### src/rtl/alu_pkg.sv
`default_nettype none
// ============================================================================
//  Module      : alu_pkg
//  Description : Shared ALU definitions: sequencer state encoding for the
//                bit-serial add/subtract unit and the add/sub op codes that
//                match the ALU op field.
//  Revision    : 1.0 - initial release
// ============================================================================
package alu_pkg;

  // Sequencer states of the bit-serial add/subtract unit.
  typedef enum logic [1:0] {
    IDLE = 2'd0,
    RUN  = 2'd1,
    DONE = 2'd2
  } state_t;

  // Op field values for add / subtract.
  localparam logic OP_ADD = 1'b0;
  localparam logic OP_SUB = 1'b1;

endpackage : alu_pkg
`default_nettype wire

### src/rtl/fulladder2.sv
`default_nettype none
// ============================================================================
//  Module      : fulladder2
//  Description : One-bit full-adder cell, the datapath bit slice of the
//                serial add/subtract unit.
//  Ports       : a, b  - operand bits
//                c     - carry in
//                sum   - a ^ b ^ c
//                carry - majority(a, b, c)
//  Revision    : 1.0 - initial release
// ============================================================================
module fulladder2 (
  input  logic a,
  input  logic b,
  input  logic c,
  output logic sum,
  output logic carry
);

  assign sum   = a ^ b ^ c;
  assign carry = (a & b) | (a & c) | (b & c);

endmodule : fulladder2
`default_nettype wire

### src/rtl/serial_addsub.sv
`default_nettype none
// ============================================================================
//  Module      : serial_addsub
//  Description : Bit-serial add/subtract unit. Operands are latched on start
//                and shifted LSB-first through one full-adder cell, one bit
//                per clock, with the carry held in a flop between bits.
//                Reports result, carryout, overflow and zero like the ripple
//                ALU. One result per WIDTH+1 cycles when started back-to-back.
//  Ports       : clk      - rising-edge clock
//                reset    - asynchronous, active-high reset
//                start    - new operation request (IDLE or DONE only)
//                sub      - 0: a+b, 1: a-b (sampled with start)
//                a, b     - operands (sampled with start)
//                busy     - high while an operation is in progress
//                done     - one-cycle pulse when result/flags are updated
//                result   - sum or difference, held until next completion
//                carryout - carry out of the MSB (for sub: 1 = no borrow)
//                overflow - signed overflow
//                zero     - result is all zeros
//  Revision    : 1.0 - initial release
// ============================================================================
module serial_addsub
  import alu_pkg::*;
#(
  parameter int WIDTH = 32,
  parameter int CNT_W = $clog2(WIDTH + 1)
) (
  input  logic             clk,
  input  logic             reset,
  input  logic             start,
  input  logic             sub,
  input  logic [WIDTH-1:0] a,
  input  logic [WIDTH-1:0] b,
  output logic             busy,
  output logic             done,
  output logic [WIDTH-1:0] result,
  output logic             carryout,
  output logic             overflow,
  output logic             zero
);

  localparam logic [CNT_W-1:0] c_last_bit = CNT_W'(WIDTH - 1);

  state_t             r_state;
  state_t             w_state_nxt;
  logic               w_accept;
  logic               w_last;
  logic               w_busy;
  logic               w_done;

  logic [WIDTH-1:0]   r_sa;
  logic [WIDTH-1:0]   r_sb;
  logic [WIDTH-1:0]   r_acc;
  logic               r_carry;
  logic [CNT_W-1:0]   r_cnt;

  logic [WIDTH-1:0]   r_result;
  logic               r_carryout;
  logic               r_overflow;
  logic               r_zero;

  logic               w_sum;
  logic               w_cout;
  logic [WIDTH-1:0]   w_acc_nxt;

  // --------------------------------------------------------------------------
  // Datapath bit slice
  // --------------------------------------------------------------------------
  fulladder2 u_cell (
    .a     (r_sa[0]),
    .b     (r_sb[0]),
    .c     (r_carry),
    .sum   (w_sum),
    .carry (w_cout)
  );

  // Sum bits enter from the MSB side so that after WIDTH shifts the first
  // (LSB) sum bit has arrived at bit 0.
  assign w_acc_nxt = {w_sum, r_acc[WIDTH-1:1]};

  // --------------------------------------------------------------------------
  // Sequencer
  // --------------------------------------------------------------------------
  always_ff @(posedge clk or posedge reset) begin
    if (reset) begin
      r_state <= IDLE;
    end else begin
      r_state <= w_state_nxt;
    end
  end

  always_comb begin
    w_state_nxt = r_state;
    w_accept    = 1'b0;
    w_last      = 1'b0;
    w_busy      = 1'b0;
    w_done      = 1'b0;
    case (r_state)
      IDLE: begin
        if (start) begin
          w_accept    = 1'b1;
          w_state_nxt = RUN;
        end
      end
      RUN: begin
        w_busy = 1'b1;
        if (r_cnt == c_last_bit) begin
          w_last      = 1'b1;
          w_state_nxt = DONE;
        end
      end
      DONE: begin
        w_done = 1'b1;
        // DONE accepts a new operation just like IDLE for back-to-back use.
        if (start) begin
          w_accept    = 1'b1;
          w_state_nxt = RUN;
        end else begin
          w_state_nxt = IDLE;
        end
      end
      default: begin
        w_state_nxt = IDLE;
      end
    endcase
  end

  assign busy = w_busy;
  assign done = w_done;

  // --------------------------------------------------------------------------
  // Operand shift registers, carry flop and bit counter
  // --------------------------------------------------------------------------
  always_ff @(posedge clk or posedge reset) begin
    if (reset) begin
      r_sa    <= '0;
      r_sb    <= '0;
      r_acc   <= '0;
      r_carry <= 1'b0;
      r_cnt   <= '0;
    end else if (w_accept) begin
      r_sa    <= a;
      // Subtraction is a + ~b + 1: invert B and seed the carry with 1.
      r_sb    <= (sub == OP_SUB) ? ~b : b;
      r_carry <= sub;
      r_cnt   <= '0;
    end else if (r_state == RUN) begin
      r_acc   <= w_acc_nxt;
      r_sa    <= r_sa >> 1;
      r_sb    <= r_sb >> 1;
      r_carry <= w_cout;
      if (!w_last) begin
        r_cnt <= r_cnt + CNT_W'(1);
      end
    end
  end

  // --------------------------------------------------------------------------
  // Result and flags: updated only on the final bit
  // --------------------------------------------------------------------------
  always_ff @(posedge clk or posedge reset) begin
    if (reset) begin
      r_result   <= '0;
      r_carryout <= 1'b0;
      r_overflow <= 1'b0;
      r_zero     <= 1'b0;
    end else if (w_last) begin
      r_result   <= w_acc_nxt;
      r_carryout <= w_cout;
      // During the last bit the carry flop holds the carry into the MSB.
      r_overflow <= r_carry ^ w_cout;
      r_zero     <= (w_acc_nxt == '0);
    end
  end

  assign result   = r_result;
  assign carryout = r_carryout;
  assign overflow = r_overflow;
  assign zero     = r_zero;

endmodule : serial_addsub
`default_nettype wire

### config.mk
export PLATFORM = sky130hd
export DESIGN_NAME = serial_addsub
export DESIGN_NICKNAME = d
export VERILOG_FILES = /design/src/rtl/alu_pkg.sv /design/src/rtl/fulladder2.sv /design/src/rtl/serial_addsub.sv
export SDC_FILE = /design/constraint.sdc
export NUM_CORES = 1
export LEC_CHECK = 0
export CORE_ASPECT_RATIO = 1.1
export CORE_MARGIN = 2
export CORE_UTILIZATION = 35
export CTS_CLUSTER_SIZE = 8
export DETAILED_ROUTE_END_ITERATION = 16
export PLACE_DENSITY_LB_ADDON = 0.1
export SLEW_MARGIN = 20
export SYNTH_ARGS = -nofsm -noshare
export SYNTH_HDL_FRONTEND = slang
export SYNTH_HIERARCHICAL = 1
export SYNTH_SLANG_ARGS = --single-unit
### constraint.sdc
create_clock -name clk -period 5.37 [get_ports clk]
set_input_delay 0.8055 -clock clk [delete_from_list [all_inputs] [get_ports clk]]
set_output_delay 0.8055 -clock clk [all_outputs]
set_load 0.01 [all_outputs]
# Yosys cells after proc, flatten, opt, wreduce, memory -nomap -nowiden
# Index checks and enable logic that the tools add are counted.
# op_classes
n_addsub	1
mux	20
bitwise	10
n_eq_ne	6
reduce_logical	7
# op_table
cell	n
$mux 32	5
$logic_not 32->1	1
$not 32->32	1
$mux 6	3
$mux 1	9
$add 6x1->6 const B	1
$eq 6x5->1 const B	1
$ne 2x2->1 const B	3
$pmux 2 s3	1
$reduce_and 2->1	3
$mux 2	2
$and 1x1->1	3
$xor 1x1->1	3
$eq 2x1->1 const B	1
$eq 2x2->1 const B	1
$logic_not 2->1	1
$or 1x1->1	2
$reduce_bool 2->1	1
$reduce_or 2->1	1
$not 1->1	1
# totals
input_bits	68
register_bits	140
elab_cells	54
output_inout_bits	37

# Longest topological paths before layout
# logic_depth
word_depth	6
depth_mapped	7
ltp_nobuf	4

# Modules after synthesis
# Netlist, hierarchy kept.
# modules_own_cells
mod	cells_per_inst	n_inst	seq_area_each_um2	area_per_inst_um2
serial_addsub	613	1	3478.3	6259.8
fulladder2	1	1	0.0	20.0

# Least setup slack after synthesis
# OpenSTA, ideal clock, no wires.
# synth_timing
path_kind	reg-to-output
startpoint	register r_state[0]
endpoint	output busy
t_arrival_ps	1038
path_stages_with_launch	6
required_time_ps	4564
slack_ps	3526
n_path_buf	3
path_cell_list	dfrtp_1 -> nand2b_1 -> buf_2 -> clkinv_2 -> buf_6 -> buf_4
# synth_via
elab_chain_cells	2
# synth_lines
element	line	rtl
start: declaration	serial_addsub.sv:44	state_t r_state;
start signal: assignment	serial_addsub.sv:88	r_state <= w_state_nxt;
$eq 2x1->1	serial_addsub.sv:98	case (r_state)
$mux 1	serial_addsub.sv:98	
end: declaration	serial_addsub.sv:34	output logic busy,
# No other way between the ends.

# Worst setup path after layout
# layout_timing
startpoint	register r_state[0]
endpoint	output done
# layout_via
elab_chain_cells	2
# layout_lines
element	line	rtl
$eq 2x2->1	serial_addsub.sv:98	
$mux 1	serial_addsub.sv:98	
end: declaration	serial_addsub.sv:35	output logic done,
# No other way between the ends.

==> out/results.tsv <==
stage	metric	value	unit
layout	fillCellCount	1688	
worst_setup_path	endpoint_kind	output port	
synth	syn_avg_cell_area	10.2	sq um
worst_setup_path	cp_slowest_cell	clkdlybuf4s50_1	
route	drtIter0Drc	304	
die	ios	105	
sta	report.final.hold_viol_count	0	
synth	ys.warnings.count	6	
sta	skew	0.0102	ns
synth	synth_edf_count	0	
cts	cts_buffers	17	
layout	syn_to_final_growth	28.6	%
synth	async_flop_share	100	%
place	placement.cell_area	0.00740	sq mm
die	die_h	144	um
cts	cts_resized	0	
grt	track_usage	14.9	%
route	routed_via_density	4.89	
synth	synth_cell_types	41	
die	die_w	132	um
sta	clock.fmax	404	MHz
sta	fin_setup_tns	0	ns
layout	final_cell_mix	161 x nand2_1, 139 x dfrtp_1, 103 x clkdlybuf4s50_1	
power_and_ir_drop	ir_drop	0.000251	V
worst_setup_path	crit_type	flop to output port	
layout	ff_latch_area	0.00348	sq mm
route	num_vias	4634	
cts	hold_buffers	0	
route	detail-route-antenna-nets	0	
route	avgRoutedWirePerCell	14.2	um
job	drv_cap	0	
synth	synth-main-ff-cell	dfrtp_1	
sta	tightest_slew	1.02	ns
grt	grt-ovfl-total	0	
sta	drv_slew	0	
grt	grt_max_degree	100	
cts	cts_tree	built	
place	hpwl	8330	um
die	core.rowCount	51	
power_and_ir_drop	powerDensity	570	mW/mm^2
worst_setup_path	cp-start-kind	flop	
layout	nets	768	
sta	finalCriticalPeriod	2.47	ns
sta	rsz0062_at_grt	no	
cts	cts-root-buf	clkbuf_16	
cts	clk_latency	0.42	ns
worst_setup_path	crit_chain	nor2b_1 > clkdlybuf4s50_1	
sta	setup_viol	0	
worst_setup_path	crit_required	4.56	ns
die	coreArea	0.0176	sq mm
route	drt_first_pass_iters	6	
layout	diodes	0	
worst_setup_path	cp.arrival	1.67	ns
worst_setup_path	slowest_delay	0.60	ns
sta	post-route-period-util	46.1	%
layout	layout-drive-gt1-share	11.1	%
die	die_area	0.0190	sq mm
layout	multi_input_area	0.00254	sq mm
run_status	outcome	complete, no violations	
grt	grt_pass1_wl	22700	um
power_and_ir_drop	p_leak	0.00365	uW
place	place_congestion	0.738	
worst_setup_path	critPathMaxFanout	6	
synth	synthesis.nets	684	
grt	first_global_vias	4520	
synth	synth_seq_area_share	55.4	%
cts	clk_pin_slew	0.06	ns
cts	clock_path_buffers	2	
route	wl	13500	um
cts	cts_max_level	4	
grt	grt_antenna_before_repair	0	
cts	clkSinkCount	139	
place	portBuffers	104	
layout	layout_commonest_cell	nand2_1	
synth	synth-seq-cells	139	
die	start_util	35.7	%
hold_path	hold_class	flop to flop	
route	drc_errors	0	
sta	relSlewSlack	32.3	%
cts	cts_setup_buffers	0	
layout	finalInstanceArea	0.00808	sq mm
synth	syn-instance-count	614	
synth	netlist_area	0.00628	sq mm
stage by stage:
step | total power (uW) | utilization (%) | setup WS, ns | hold slack [ns] | instances
final | 4600 | 45.9 | 2.90 | 0.505 | 948
after detailed placement | 3310 | 42.0 | 2.79 | 0.492 | 917
after CTS | 4670 | 45.9 | 2.86 | 0.509 | 948
after global placement | 3260 | 42.0 | 2.83 | 0.487 | 917
after floorplan | 2840 | - | 0.840 | 0.466 | 614
after global routing | 4940 | 45.9 | 2.77 | 0.520 | 948
layer usage:
layer	wire (um)	global-route usage (%)
met1	6280	19.2
met2	6430	23.5
met3	639	4.56
met4	150	5.72
met5	0	0
critical path, delay by kind of cell (launching register included):
kind	cells	cell delay, ns
buffers and inverters	1	0.60
flip-flops	1	0.50
AND/OR/NAND/NOR	1	0.16
synthesized netlist by cell type, types with 5 or more instances:
cell	n	area, sq um
o22ai_1	31	194
dfrtp_1	139	3480
mux2_4	28	420
nand2_1	161	604
a31oi_1	32	200
xor2_1	32	280
nor3_1	31	155
mux2_2	5	56.3
nor2_1	63	236
nor4_1	8	50.1
buf_2	29	145
clkbuf_1	6	22.5
a21oi_1	5	25.0
where the power goes:
part / total, uW / internal [uW] / leakage (uW) / switching (uW)
Sequential: 1830 / 1500 / 0.00175 / 328
Clock: 1330 / 891 / 0.000325 / 440
Combinational: 1440 / 694 / 0.00157 / 751
Total: 4600 / 3090 / 0.00365 / 1520
cells by family after synthesis:
group / after synthesis / share of synthesized area (%)
multiplexers: 36 / 8.07
flip-flops: 139 / 55.4
AND/OR/NAND/NOR: 279 / 19.1
adder cells (fa/ha/maj): 2 / 0.518
buffers and inverters: 47 / 4.42
AO/OA/AOI/OAI: 78 / 7.91
XOR/XNOR: 33 / 4.60
path summary, 6_finish.rpt:
path	startpoint	endpoint	slack, ns	cells past startpoint
worst max-delay path	r_state[0]$_DFFE_PP0P_	done	2.90	2
worst min-delay path	r_sa[5]$_DFFE_PP0P_	r_sa[5]$_DFFE_PP0P_	0.51	2
worst max register to register	r_state[0]$_DFFE_PP0P_	r_cnt[0]$_DFFE_PP0P_	3.26	5
worst min register to register	r_sa[5]$_DFFE_PP0P_	r_sa[5]$_DFFE_PP0P_	0.51	2
max in group asynchronous	reset	result[21]$_DFFE_PP0P_	3.34	3
min in group asynchronous	reset	r_sa[5]$_DFFE_PP0P_	0.95	2
flip-flops by register name, indices dropped and copies added, names as in the netlist:
register  cells
r_carry       1
r_state       2
overflow      1
r_sb         32
r_acc        31
r_cnt         6
result       32
carryout      1
zero          1
r_sa         32
layout make-up:
cell class | instances | share of cell area (%)
clock buffer | 19 | 5.61
clock inverter | 12 | 2.71
inverter | 4 | 0.263
multi-input combinational | 428 | 31.5
sequential | 139 | 43.1
tap | 238 | 3.69
timing repair buffer | 108 | 13.2
Power figures use the tool's default switching activity.
